`src/rtl/count_mon_pkg.sv`:
```
// Shared types and constants for the counter stream monitor.
package count_mon_pkg;

  typedef enum logic [2:0] {
    StIdle,
    StArm,
    StTrack,
    StPass,
    StFail
  } mon_state_t;

  localparam int unsigned ERR_W = 8;
  localparam logic [ERR_W-1:0] ERR_MAX = 8'd255;

endpackage

```
`src/rtl/mon_watchdog.sv`:
```
// Inactivity timer: counts enabled cycles since the last clear and pulses
// expired on the cycle whose edge would bring the count to TIMEOUT.
module mon_watchdog #(
  parameter int unsigned TIMEOUT = 64
) (
  input  logic clk,
  input  logic reset_l,
  input  logic enable,
  input  logic clear,
  output logic expired
);

  localparam int unsigned CntW = $clog2(TIMEOUT + 1);

  logic [CntW-1:0] cnt_q, cnt_d;

  // Next count and expiry pulse; clear wins over enable.
  always_comb begin
    cnt_d   = cnt_q;
    expired = 1'b0;
    if (clear) begin
      cnt_d = '0;
    end else if (enable) begin
      if (cnt_q == CntW'(TIMEOUT - 1)) begin
        expired = 1'b1;
      end
      if (cnt_q != CntW'(TIMEOUT)) begin
        cnt_d = cnt_q + CntW'(1);
      end
    end
  end

  // Counter register.
  always_ff @(posedge clk or negedge reset_l) begin
    if (!reset_l) begin
      cnt_q <= '0;
    end else begin
      cnt_q <= cnt_d;
    end
  end

endmodule

```
`src/rtl/count_stream_monitor.sv`:
```
// Checks a valid-qualified counter stream for +1 steps (mod 2^WIDTH) and
// produces a sticky pass/fail verdict, mismatch count and coverage flag.
module count_stream_monitor
  import count_mon_pkg::*;
#(
  parameter int unsigned WIDTH     = 32,
  parameter int unsigned TARGET    = 4,
  parameter int unsigned TIMEOUT   = 64,
  parameter int unsigned COVER_VAL = 3
) (
  input  logic             clk,
  input  logic             reset_l,
  input  logic             start,
  input  logic             in_valid,
  input  logic [WIDTH-1:0] in_data,
  output logic             done,
  output logic             pass,
  output logic             fail,
  output logic [ERR_W-1:0] err_cnt,
  output logic [WIDTH-1:0] last_seen,
  output logic             cover_hit
);

  localparam int unsigned SeqW = $clog2(TARGET + 1);

  mon_state_t       state_q, state_d;
  logic [SeqW-1:0]  seq_q, seq_d;
  logic [WIDTH-1:0] exp_q, exp_d;
  logic [ERR_W-1:0] err_q, err_d;
  logic [WIDTH-1:0] last_q, last_d;
  logic             cover_q, cover_d;
  logic             pass_q, pass_d;
  logic             fail_q, fail_d;
  logic             done_q, done_d;

  logic active;
  logic wd_expired;

  assign active = (state_q == StArm) || (state_q == StTrack);

  mon_watchdog #(
    .TIMEOUT(TIMEOUT)
  ) u_watchdog (
    .clk    (clk),
    .reset_l(reset_l),
    .enable (active && !start),
    .clear  (start || in_valid || !active),
    .expired(wd_expired)
  );

  // Next-state: start overrides everything; samples only count in ARM/TRACK.
  always_comb begin
    state_d = state_q;
    seq_d   = seq_q;
    exp_d   = exp_q;
    err_d   = err_q;
    last_d  = last_q;
    cover_d = cover_q;
    pass_d  = pass_q;
    fail_d  = fail_q;
    done_d  = done_q;

    if (start) begin
      state_d = StArm;
      seq_d   = '0;
      err_d   = '0;
      cover_d = 1'b0;
      pass_d  = 1'b0;
      fail_d  = 1'b0;
      done_d  = 1'b0;
    end else if (active && in_valid) begin
      last_d  = in_data;
      exp_d   = in_data + WIDTH'(1);
      state_d = StTrack;
      if (in_data == WIDTH'(COVER_VAL)) begin
        cover_d = 1'b1;
      end
      if (state_q == StTrack && in_data == exp_q) begin
        seq_d = seq_q + SeqW'(1);
      end else begin
        seq_d = SeqW'(1);
        if (state_q == StTrack && err_q != ERR_MAX) begin
          err_d = err_q + ERR_W'(1);
        end
      end
      if (seq_d == SeqW'(TARGET)) begin
        done_d = 1'b1;
        if (err_d == '0) begin
          state_d = StPass;
          pass_d  = 1'b1;
        end else begin
          state_d = StFail;
          fail_d  = 1'b1;
        end
      end
    end else if (wd_expired) begin
      state_d = StFail;
      fail_d  = 1'b1;
      done_d  = 1'b1;
    end
  end

  // State and output registers.
  always_ff @(posedge clk or negedge reset_l) begin
    if (!reset_l) begin
      state_q <= StIdle;
      seq_q   <= '0;
      exp_q   <= '0;
      err_q   <= '0;
      last_q  <= '0;
      cover_q <= 1'b0;
      pass_q  <= 1'b0;
      fail_q  <= 1'b0;
      done_q  <= 1'b0;
    end else begin
      state_q <= state_d;
      seq_q   <= seq_d;
      exp_q   <= exp_d;
      err_q   <= err_d;
      last_q  <= last_d;
      cover_q <= cover_d;
      pass_q  <= pass_d;
      fail_q  <= fail_d;
      done_q  <= done_d;
    end
  end

  assign done      = done_q;
  assign pass      = pass_q;
  assign fail      = fail_q;
  assign err_cnt   = err_q;
  assign last_seen = last_q;
  assign cover_hit = cover_q;

endmodule

```
`config.mk`:
```
export PLATFORM = sky130hd
export DESIGN_NAME = count_stream_monitor
export DESIGN_NICKNAME = d
export VERILOG_FILES = /design/src/rtl/count_mon_pkg.sv /design/src/rtl/mon_watchdog.sv /design/src/rtl/count_stream_monitor.sv
export SDC_FILE = /design/constraint.sdc
export NUM_CORES = 1
export LEC_CHECK = 0
export ABC_AREA = 1
export BUFFER_PORTS_ARGS = -buffer_cell sky130_fd_sc_hd__buf_2
export CORE_MARGIN = 1.5
export CORE_UTILIZATION = 46
export DETAILED_ROUTE_END_ITERATION = 6
export PLACE_DENSITY = 0.67
export SETUP_SLACK_MARGIN = 0.05
export SYNTH_ARGS = -nofsm -noshare
export SYNTH_HDL_FRONTEND = slang
export SYNTH_SLANG_ARGS = --single-unit
```
`constraint.sdc`:
```
create_clock -name clk -period 5.5 [get_ports clk]
set_clock_uncertainty 0.1 [all_clocks]
set_input_delay 0.825 -clock clk [delete_from_list [all_inputs] [get_ports clk]]
set_output_delay 0.825 -clock clk [all_outputs]
set_load 0.01 [all_outputs]
```
; ---- Word level (Yosys, flattened, before mapping)
; Cells that the tools add are included.
; W data, S select, Z words.
[word_totals]
regBits = 89
wordCells = 85
[classes]
n_bitwise = 1
eq_ne = 10
reduce_logical = 23
n_mux = 37
addsub = 4
[ops]
columns = operator, count
row1 = $mux W8, 6
row2 = $add A32 B1 Y32 const B, 1
row3 = $eq A32 B2 Y1 const B, 1
row4 = $eq A32 B32 Y1, 1
row5 = $mux W3, 10
row6 = $mux W7, 3
row7 = $mux W1, 18
row8 = $reduce_bool A2 Y1, 6
row9 = $add A8 B1 Y8 const B, 1
row10 = $logic_not A8 Y1, 1
row11 = $ne A8 B8 Y1 const B, 1
row12 = $reduce_and A2 Y1, 4
row13 = $add A7 B1 Y7 const B, 1
row14 = $eq A7 B6 Y1 const B, 1
row15 = $ne A7 B7 Y1 const B, 1
row16 = $reduce_and A3 Y1, 2
row17 = $logic_and A1 B1 Y1, 4
row18 = $add A3 B1 Y3 const B, 1
row19 = $eq A3 B1 Y1 const B, 1
row20 = $eq A3 B2 Y1 const B, 1
row21 = $eq A3 B3 Y1 const B, 1
row22 = $logic_or A1 B1 Y1, 3
row23 = $ne A3 B2 Y1 const B, 1
row24 = $ne A3 B3 Y1 const B, 1
row25 = 3 further kinds, 4

; ---- Depth between registers and ports, before layout
; Gate-level depths: netlist of the first run.
[logic_depth]
ltp_word = 11
mapped_depth = 18
mapped_depth_nobuf = 18

; ---- Modules after synthesis
; A second synthesis of the first run with hierarchy kept.
[unflattened]
hier_cells = 667
area_unflattened_um2 = 5223.8
[by_module_without_submodules]
columns = mod, seq_area_each_um2, cells_per_inst, area_each_um2, n_inst
row1 = count_stream_monitor, 2052.0, 604, 4787.1, 1
row2 = mon_watchdog, 175.2, 63, 436.7, 1

; ---- Worst setup path after synthesis of the first run
; OpenSTA, ideal clock, no wires.
[synth_timing]
path_kind = input -> register
startpoint = input in_data[0]
endpoint = register exp_q[28]
path_slack_ns = 3.048
t_required_ns = 5.273
path_stages = 14
n_path_buf = 0
arrival_ns = 2.225
setup_ns = 0.127
path_cell_list = ha_1 > inv_1 > nor2_2 > nand2_2 > nor2_2 > nand2_2 > inv_2 > nand4_2 > nor2_4 > nand2_4 > nor3_4 > nand2_2 > nand3_1 > o211ai_2
[synth_between]
elab_chain_len = 1
[synth_rtl]
columns = item, line
row1 = start: declaration, count_stream_monitor.sv:15  ; input logic [WIDTH-1:0] in_data,
row2 = $add A32 B1 Y32, count_stream_monitor.sv:73  ; exp_d = in_data + WIDTH'(1);
row3 = end signal: assignment, count_stream_monitor.sv:118  ; exp_q <= exp_d;
row4 = end: declaration, count_stream_monitor.sv:28  ; logic [WIDTH-1:0] exp_q, exp_d;
; Every way passes these cells.
; A chain may end at the register's enable or synchronous reset.

; ---- Worst setup path after layout of the first run
[layout_timing]
startpoint = register state_q[1]
endpoint = register exp_q[16]
[layout_between]
elab_chain_len = 4
word_cells_on_any_way = 5
classes_between = eq/ne (2) / reduce/logical (3)
[layout_rtl]
columns = item, line
row1 = start: declaration, count_stream_monitor.sv:26  ; mon_state_t state_q, state_d;
row2 = start signal: assignment, count_stream_monitor.sv:106  ; state_q <= StIdle;
row3 = start signal: assignment, count_stream_monitor.sv:116  ; state_q <= state_d;
row4 = $eq A3 B1 Y1 / $eq A3 B2 Y1 (equally long branches), count_stream_monitor.sv:39  ; assign active = (state_q == StArm) || (state_q == StTrack);
row5 = $logic_or A1 B1 Y1 (*), count_stream_monitor.sv:39
row6 = $logic_and A1 B1 Y1 (*), count_stream_monitor.sv:71  ; end else if (active && in_valid) begin
row7 = $reduce_and A2 Y1 (no line) (*), --
; Mark *: on every way between the ends. The rest lies on a longest branch, timed or not.

==> flow_summary.ini, run 1 <==
[place]
port_buffers = 79
dp.cells = 847
hpwl_mm = 8.74
gp_congestion = 0.858

[timing]
clock.fmax_ghz = 0.325
setup_violations = 0
rsz0062_at_grt = false
min_period_over_period_pct = 56.0
hold_violations = 0
drv_slew = 0
slew_headroom_pct = 29.2
period_needed_ns = 3.08
setup_tns_ns = 0
worstMarginPinSlew_ns = 1.06

[clock_tree]
cts_tree = yes
cts_made_buffers = 9
clockBufferDepth = 2
htree_num_levels = 3
postCtsSetupBuffers = 0
ctsResizeCount = 0
hold_buffers = 0
clk_latency_ns = 0.37
cts_sinks = 89
clk_pin_slew_ns = 0.09
cts_root_buf = clkbuf_8

[yosys]
async_flop_share_pct = 100
ys_seq_elements = 89
synth_edf_count = 0
syn-cell-area_sq_um = 5090
syn_inst = 643
seq_area_frac_synth_pct = 43.8
synth_cell_types = 46
synth_fp_nets = 684
synth-main-ff-cell = dfrtp_1
yosysWarnings = 0
avgSynthCellArea_sq_um = 7.91

[floorplan]
core_region_area_sq_um = 10800
row_count = 38
die_y_um = 108
initial_core_util_pct = 47.1
num_io_pins = 80
fp.dieW_um = 108
die-area_sq_um = 11700

[global_route]
track_usage_pct = 22.1
antenna_found_initial = 0
grt_max_degree = 61
grt_pass1_vias = 4334
grt_pass1_wl_mm = 20.3
overflow = 0

[worst_hold_path]
hp-class = in2async

[critical_path]
worstSetupPathType = reg2reg
start_kind = flop
worstSetupEndpointType = flop
arrival_ns = 3.26
worstPathMaxFanout = 60
required_ns = 5.69

[finish]
layout_commonest_cell = nand2_1
stdcell_count = 861
area_growth_pct = 13.4
final.fill_count = 1021
mostFrequentLayoutCells = 196 x nand2_1, 89 x dfrtp_1, 78 x buf_2, 73 x inv_1, 37 x nor2_1
finalNetCount = 759
diodes = 0
drive_above_1_share_pct = 18.9

[power]
p_sw_uw = 777
combPwrFrac_pct = 32.8
clock_power_share_pct = 20.4
p_leak_nw = 2.82
p_seq_share_pct = 46.9
p_per_area_nw_per_um2 = 381
switching_share_pct = 35.4
ir_drop_uv = 216
p_int_mw = 1.42

[route]
via_count = 4495
routed_via_density = 5.22
drcViolationCount = 0
wl_per_cell_um = 13.8
drt_iter0_markers = 277
ant_nets = 0
finalWirelength_mm = 11.9
drt_first_pass_iters = 4

[run_status]
status = complete, no violations

[job]
maxCapViolCount = 0
-- critical path: stages (launching register included) --
cell,delay [ns]
dfrtp_1,0.40
or2_1,0.23
a21oi_1,0.18
inv_1,0.09
nor2_2,0.14
inv_2,0.08
nor2_4,0.07
buf_4,0.50
inv_2,0.42
buf_4,0.38
nor2_1,0.16
inv_1,0.07
o211ai_1,0.16
-- area by class of cell --
cell class              instances  area [sq um]  share of cell area [%]
multi-input cells             456          2460                    42.7
flip-flops and latches         89          2230                    38.6
repair buffers                 82           420                    7.29
inverters                      80           300                    5.21
well taps                     140           175                    3.04
clock buffers                  11           141                    2.45
clock inverters                 3          42.5                   0.738
-- metrics by stage --
stage | util (%) | power [mW] | instance area, sq um | hold WS, ns | setup slack, ns
after floorplan | - | 1.50 | 5090 | 0.356 | 3.05
after global placement | 51.7 | 1.74 | 5580 | 0.354 | 2.37
after detailed placement | 51.7 | 1.77 | 5580 | 0.357 | 2.28
after CTS | 53.4 | 2.22 | 5770 | 0.288 | 2.39
after global routing | 53.4 | 2.37 | 5770 | 0.317 | 2.11
final | 53.4 | 2.20 | 5770 | 0.288 | 2.42
-- flip-flops by register name, summed over array words and instances (netlist names) --
signal            cells
pass                  1
u_watchdog.cnt_q      7
seq_q                 3
cover_hit             1
exp_q                32
last_seen            32
done                  1
fail                  1
err_cnt               8
state_q               3
-- kinds of logic after synthesis --
kind of cell,after synthesis,share of synthesized area [%]
AO/OA/AOI/OAI,81,10.2
adder cells (fa/ha/maj),5,1.23
buffers and inverters,98,7.87
flip-flops,89,43.8
XOR/XNOR,35,6.03
multiplexers,1,0.221
AND/OR/NAND/NOR,334,30.7
-- layer usage --
metal | global-route usage (%) | share of wire, %
met1 | 30.4 | 46
met2 | 35.1 | 47
met3 | 3.38 | 4.4
met4 | 8.83 | 1.9
met5 | 0 | 0
-- worst paths after layout --
kind	from	depth (start not counted)	slack [ns]	to
max	state_q[1]	12	2.42	exp_q[16]
min	reset_l	1	0.29	err_cnt[3]
max reg2reg	state_q[1]	12	2.42	exp_q[16]
min reg2reg	last_seen[19]	2	0.38	last_seen[19]
max in group asynchronous	reset_l	2	3.93	last_seen[26]
min in group clk	last_seen[19]	2	0.38	last_seen[19]
-- power by group through the flow --
stage	Clock (mW)	Combinational, mW	Sequential, mW
after global placement	0	0.708	1.03
after global routing	0.488	0.822	1.06
after floorplan	0	0.425	1.08
after CTS	0.460	0.731	1.03
after detailed placement	0	0.728	1.04
final	0.447	0.720	1.03
-- cells in the mapped netlist (all sizes together), types with 2 or more instances --
master  number  share of area, %
nand3       40               4.6
clkbuf       5              0.37
nor4         5              0.61
nand2      204                16
buf         13               1.6
o21ai       33               3.3
dfrtp       89                44
nor2        52               5.4
xor2        12               2.1
o21a         7               1.0
o211ai      13               2.0
a21oi        6              0.59
xnor2       23               4.0
inv         79               5.8
ha           5               1.2
a22oi        2              0.30
o221ai       6               1.0
nor3        14               1.9
nand4       16               2.1
or2          2              0.25
o22ai        9               1.1
No activity file was read; power rests on OpenSTA's default activity.
==> run 2, diff against run 1 <==
Settings changed: PLACE_DENSITY 0.67 to 0.7.
Clock period 5.5 ns to 2.68 ns, I/O delays scaled along.
==> flow_summary.ini, run 2 (same netlist as run 1, synthesis figures left out) <==
[place]
dp.cells = 850
place_ws_ns = 0.256
post_dp_cell_area_sq_um = 5630
port_buffers = 79
gp_congestion = 0.895
hpwl_mm = 8.96

[floorplan]
initial_core_util_pct = 47.1
core_region_area_sq_um = 10800
die-area_sq_um = 11700
die_y_um = 108
fp.dieW_um = 108
num_io_pins = 80
row_count = 38

[clock_tree]
htree_num_levels = 3
clk_pin_slew_ns = 0.08
cts_made_buffers = 9
clockBufferDepth = 2
cts_root_buf = clkbuf_8
cts_tree = yes
clk_latency_ns = 0.37
cts_sinks = 89

[timing]
worstMarginPinSlew_ns = 0.585
clock.fmax_ghz = 0.420
hold_slack_ns = 0.205
setup_violations = 0
hold_violations = 0
slew_headroom_pct = 60.9
rsz0062_at_grt = false
period_needed_ns = 2.38
min_period_over_period_pct = 88.9
setup_tns_ns = 0
drv_slew = 0
worst_slack_ns = 0.297

[route]
wl_per_cell_um = 13.7
drt_first_pass_iters = 4
drt_iter0_markers = 241
ant_nets = 0
finalWirelength_mm = 11.9
routed_via_density = 5.16
via_count = 4497
drcViolationCount = 0

[run_status]
status = complete, no violations

[critical_path]
crit_top_cell = nand2_1
worstPathMaxFanout = 6
cpPeakStageDelay_ns = 0.44
required_ns = 2.86
arrival_ns = 2.57
worstSetupPathType = reg2reg
crit_chain = ha_1 > nand2_1 > nor2_1 > nand4_1 > nand2_2 > nor2_1 > nand2_1 > nand2_1 > nand2_1 > nand2_1 > nand2_1 > nor2_1 > nand4_1 > a21oi_1
start_kind = flop
crit_slowest_cell = dfrtp_2
worstSetupEndpointType = flop

[global_route]
track_usage_pct = 22.2
grt_max_degree = 72
overflow = 0
grt_pass1_wl_mm = 20.5
grt_pass1_vias = 4441
antenna_found_initial = 0

[power]
fin_total_pwr_mw = 4.65
p_leak_nw = 2.89
ir_drop_uv = 483
p_per_area_nw_per_um2 = 788

[finish]
drive_above_1_share_pct = 20.0
finalNetCount = 766
mostFrequentLayoutCells = 195 x nand2_1, 88 x dfrtp_1, 78 x buf_2, 73 x inv_1, 37 x nor2_1
final_area_sq_um = 5900
postLayoutCoreUtil_pct = 54.6
area_growth_pct = 15.9
stdcell_count = 871
layout_commonest_cell = nand2_1

[job]
maxCapViolCount = 0

[worst_hold_path]
hp-class = in2reg
run 2: final timing paths:
path | from | endpoint | cells after the start | slack, ns
min in group asynchronous | reset_l | state_q[2] | 2 | 0.35
worst min-delay path | start | pass | 2 | 0.20
max in group asynchronous | reset_l | exp_q[22] | 3 | 1.46
worst max register to register | err_cnt[0] | state_q[0] | 14 | 0.30
worst min register to register | last_seen[27] | last_seen[27] | 2 | 0.38
worst max-delay path | err_cnt[0] | state_q[0] | 14 | 0.30
run 2: layout make-up:
class                      count  area [sq um]
sequential                    89          2230
tap                          140           175
multi-input combinational    456          2460
inverter                      80           300
clock inverter                 1          30.0
fill                        1018          4900
clock buffer                  15           196
antenna                        1          2.50
timing repair buffer          89           500
run 2: worst max-delay path, delay by kind of cell, from the launching register on:
kind	cells	cell delay [ns]
AO/OA/AOI/OAI	1	0.18
adder cells (fa/ha/maj)	1	0.22
AND/OR/NAND/NOR	12	1.36
flip-flops	1	0.44
run 2: timing repair:
| item | in CTS | in global routing |
|---|---|---|
| setup buffers | 0 | 3 |
| setup endpoints to repair | 0 | 4 |
| gates resized for setup | 0 | 2 |
| hold buffers | 1 | 0 |
| endpoints found under the hold margin | 18 | 0 |
run 2: power breakdown:
part	internal [mW]	total, mW	leakage (nW)	switching, mW
Sequential	1.82	2.11	1.12	0.288
Clock	0.560	1.03	0.116	0.472
Combinational	0.659	1.50	1.65	0.842
Total	3.04	4.65	2.89	1.60
run 2: layer usage:
layer / global-route usage [%] / wire (um)
met4: 9.96 / 250
met1: 29.3 / 5430
met2: 36.3 / 5700
met5: 0 / 0
met3: 3.01 / 558
==> run 3, diff against run 2 <==
Settings changed: CORE_UTILIZATION 46 to 49, PLACE_DENSITY 0.7 to 0.73.
==> flow_summary.ini, run 3 (same netlist as run 1, synthesis figures left out) <==
[timing]
worst_slack_ns = 0.290
drv_slew = 0
setup_violations = 0
rsz0062_at_grt = false
worstMarginPinSlew_ns = 0.609
period_needed_ns = 2.39
min_period_over_period_pct = 89.2
setup_tns_ns = 0
hold_violations = 0
hold_slack_ns = 0.195
clock.fmax_ghz = 0.418
slew_headroom_pct = 59.3

[finish]
multi_input_area_sq_um = 2460
area_growth_pct = 15.2
final.fill_count = 942
final_area_sq_um = 5860
finalNetCount = 766
layout_commonest_cell = nand2_1
diodes = 0
drive_above_1_share_pct = 20.1
seqCellArea_sq_um = 2230
mostFrequentLayoutCells = 195 x nand2_1, 88 x dfrtp_1, 78 x buf_2, 73 x inv_1

[global_route]
antenna_found_initial = 0
grt_pass1_vias = 4535
overflow = 0
grt_pass1_wl_mm = 20.8
grt_max_degree = 90
track_usage_pct = 23.3

[clock_tree]
cts_tree = yes
clk_pin_slew_ns = 0.09
cts_root_buf = clkbuf_8
clk_latency_ns = 0.37
clockBufferDepth = 2
cts_made_buffers = 9
htree_num_levels = 3
cts_sinks = 89

[job]
maxCapViolCount = 0

[run_status]
status = complete, no violations

[critical_path]
crit_chain = ha_1 > nand2_1 > nor2_2 > nand4_1 > nand2_2 > o21ai_0 > nand2_1 > inv_1 > nand2_1 > o21ai_2 > nand2_1 > nor2_2 > nand2_1 > nand2_1 > nand2_1 > nand2_1 > nand2_1
crit_slowest_cell = dfrtp_2
worstSetupPathType = reg2reg
required_ns = 2.84
cpPeakStageDelay_ns = 0.45
worstPathMaxFanout = 6
worstSetupEndpointType = flop
arrival_ns = 2.55
start_kind = flop
crit_top_cell = nand2_1

[route]
ant_nets = 0
routed_via_density = 5.33
drt_first_pass_iters = 4
drcViolationCount = 0
finalWirelength_mm = 12.0
drt_iter0_markers = 238
via_count = 4612
wl_per_cell_um = 13.9

[floorplan]
num_io_pins = 80
die_y_um = 105
initial_core_util_pct = 50.0
row_count = 37
die-area_sq_um = 11000
fp.dieW_um = 105
core_region_area_sq_um = 10200

[power]
ir_drop_uv = 384
p_per_area_nw_per_um2 = 779
p_leak_nw = 2.87
fin_total_pwr_mw = 4.56

[place]
port_buffers = 79
place_ws_ns = 0.261
gp_congestion = 0.864
post_dp_cell_area_sq_um = 5630
hpwl_mm = 8.80

[worst_hold_path]
hp-class = in2reg
[run 3: cell count changes in the layout (fill, tap and decap cells not counted)]
cell,before,now
diode_2,1,0
nor2_1,37,36
clkinvlp_4,0,2
clkbuf_8,14,10
clkinv_2,0,2
nor2_2,8,9
[run 3: area by class of cell]
cell class / count / share of cell area, %
clock buffer: 11 / 2.41
clock inverter: 5 / 0.939
inverter: 80 / 5.12
multi-input combinational: 456 / 42.1
sequential: 89 / 38.0
tap: 136 / 2.90
timing repair buffer: 89 / 8.54
[run 3: power breakdown]
| part | internal, mW | switching [mW] | total [mW] |
|---|---|---|---|
| Sequential | 1.82 | 0.296 | 2.12 |
| Clock | 0.454 | 0.485 | 0.938 |
| Combinational | 0.659 | 0.845 | 1.50 |
[run 3: stage by stage]
stage / utilization (%) / cells
after detailed placement: 55.2 / 846
after global placement: 55.2 / 846
after CTS: 57.3 / 863
final: 57.5 / 866
after global routing: 57.5 / 866
after floorplan: - / 643
[run 3: worst paths after layout]
kind                               start            end  slack, ns  cells after the start
max in group asynchronous        reset_l  last_seen[24]       1.59                      3
min reg2reg                last_seen[19]  last_seen[19]       0.37                      2
max                           err_cnt[0]           fail       0.29                     17
min in group asynchronous        reset_l     err_cnt[3]       0.51                      3
max reg2reg                   err_cnt[0]           fail       0.29                     17
min                                start           pass       0.19                      2
[run 3: timing repair]
| action | CTS | global route |
|---|---|---|
| hold endpoints to repair | 35 | 0 |
| endpoints found under the setup margin | 0 | 4 |
| resized for setup | 0 | 3 |
| buffers inserted | 0 | 3 |
| hold buffers | 1 | 0 |
[run 3: critical path: cells and delay by family, from the launching register on]
family	cells	cell delay, ns
AOI/OAI and AO/OA	2	0.27
and+or+nand+nor	13	1.19
DFF	1	0.45
adders and majority gates	1	0.22
buffers and inverters	1	0.06
[run 3: metal layers]
metal	global-route usage (%)	routed length, um	vias to the layer above
met5	0	0	-
met4	9.20	206	0
met3	3.18	540	15
met2	39.6	5920	132
met1	30.1	5330	2204
li1	-	-	2261
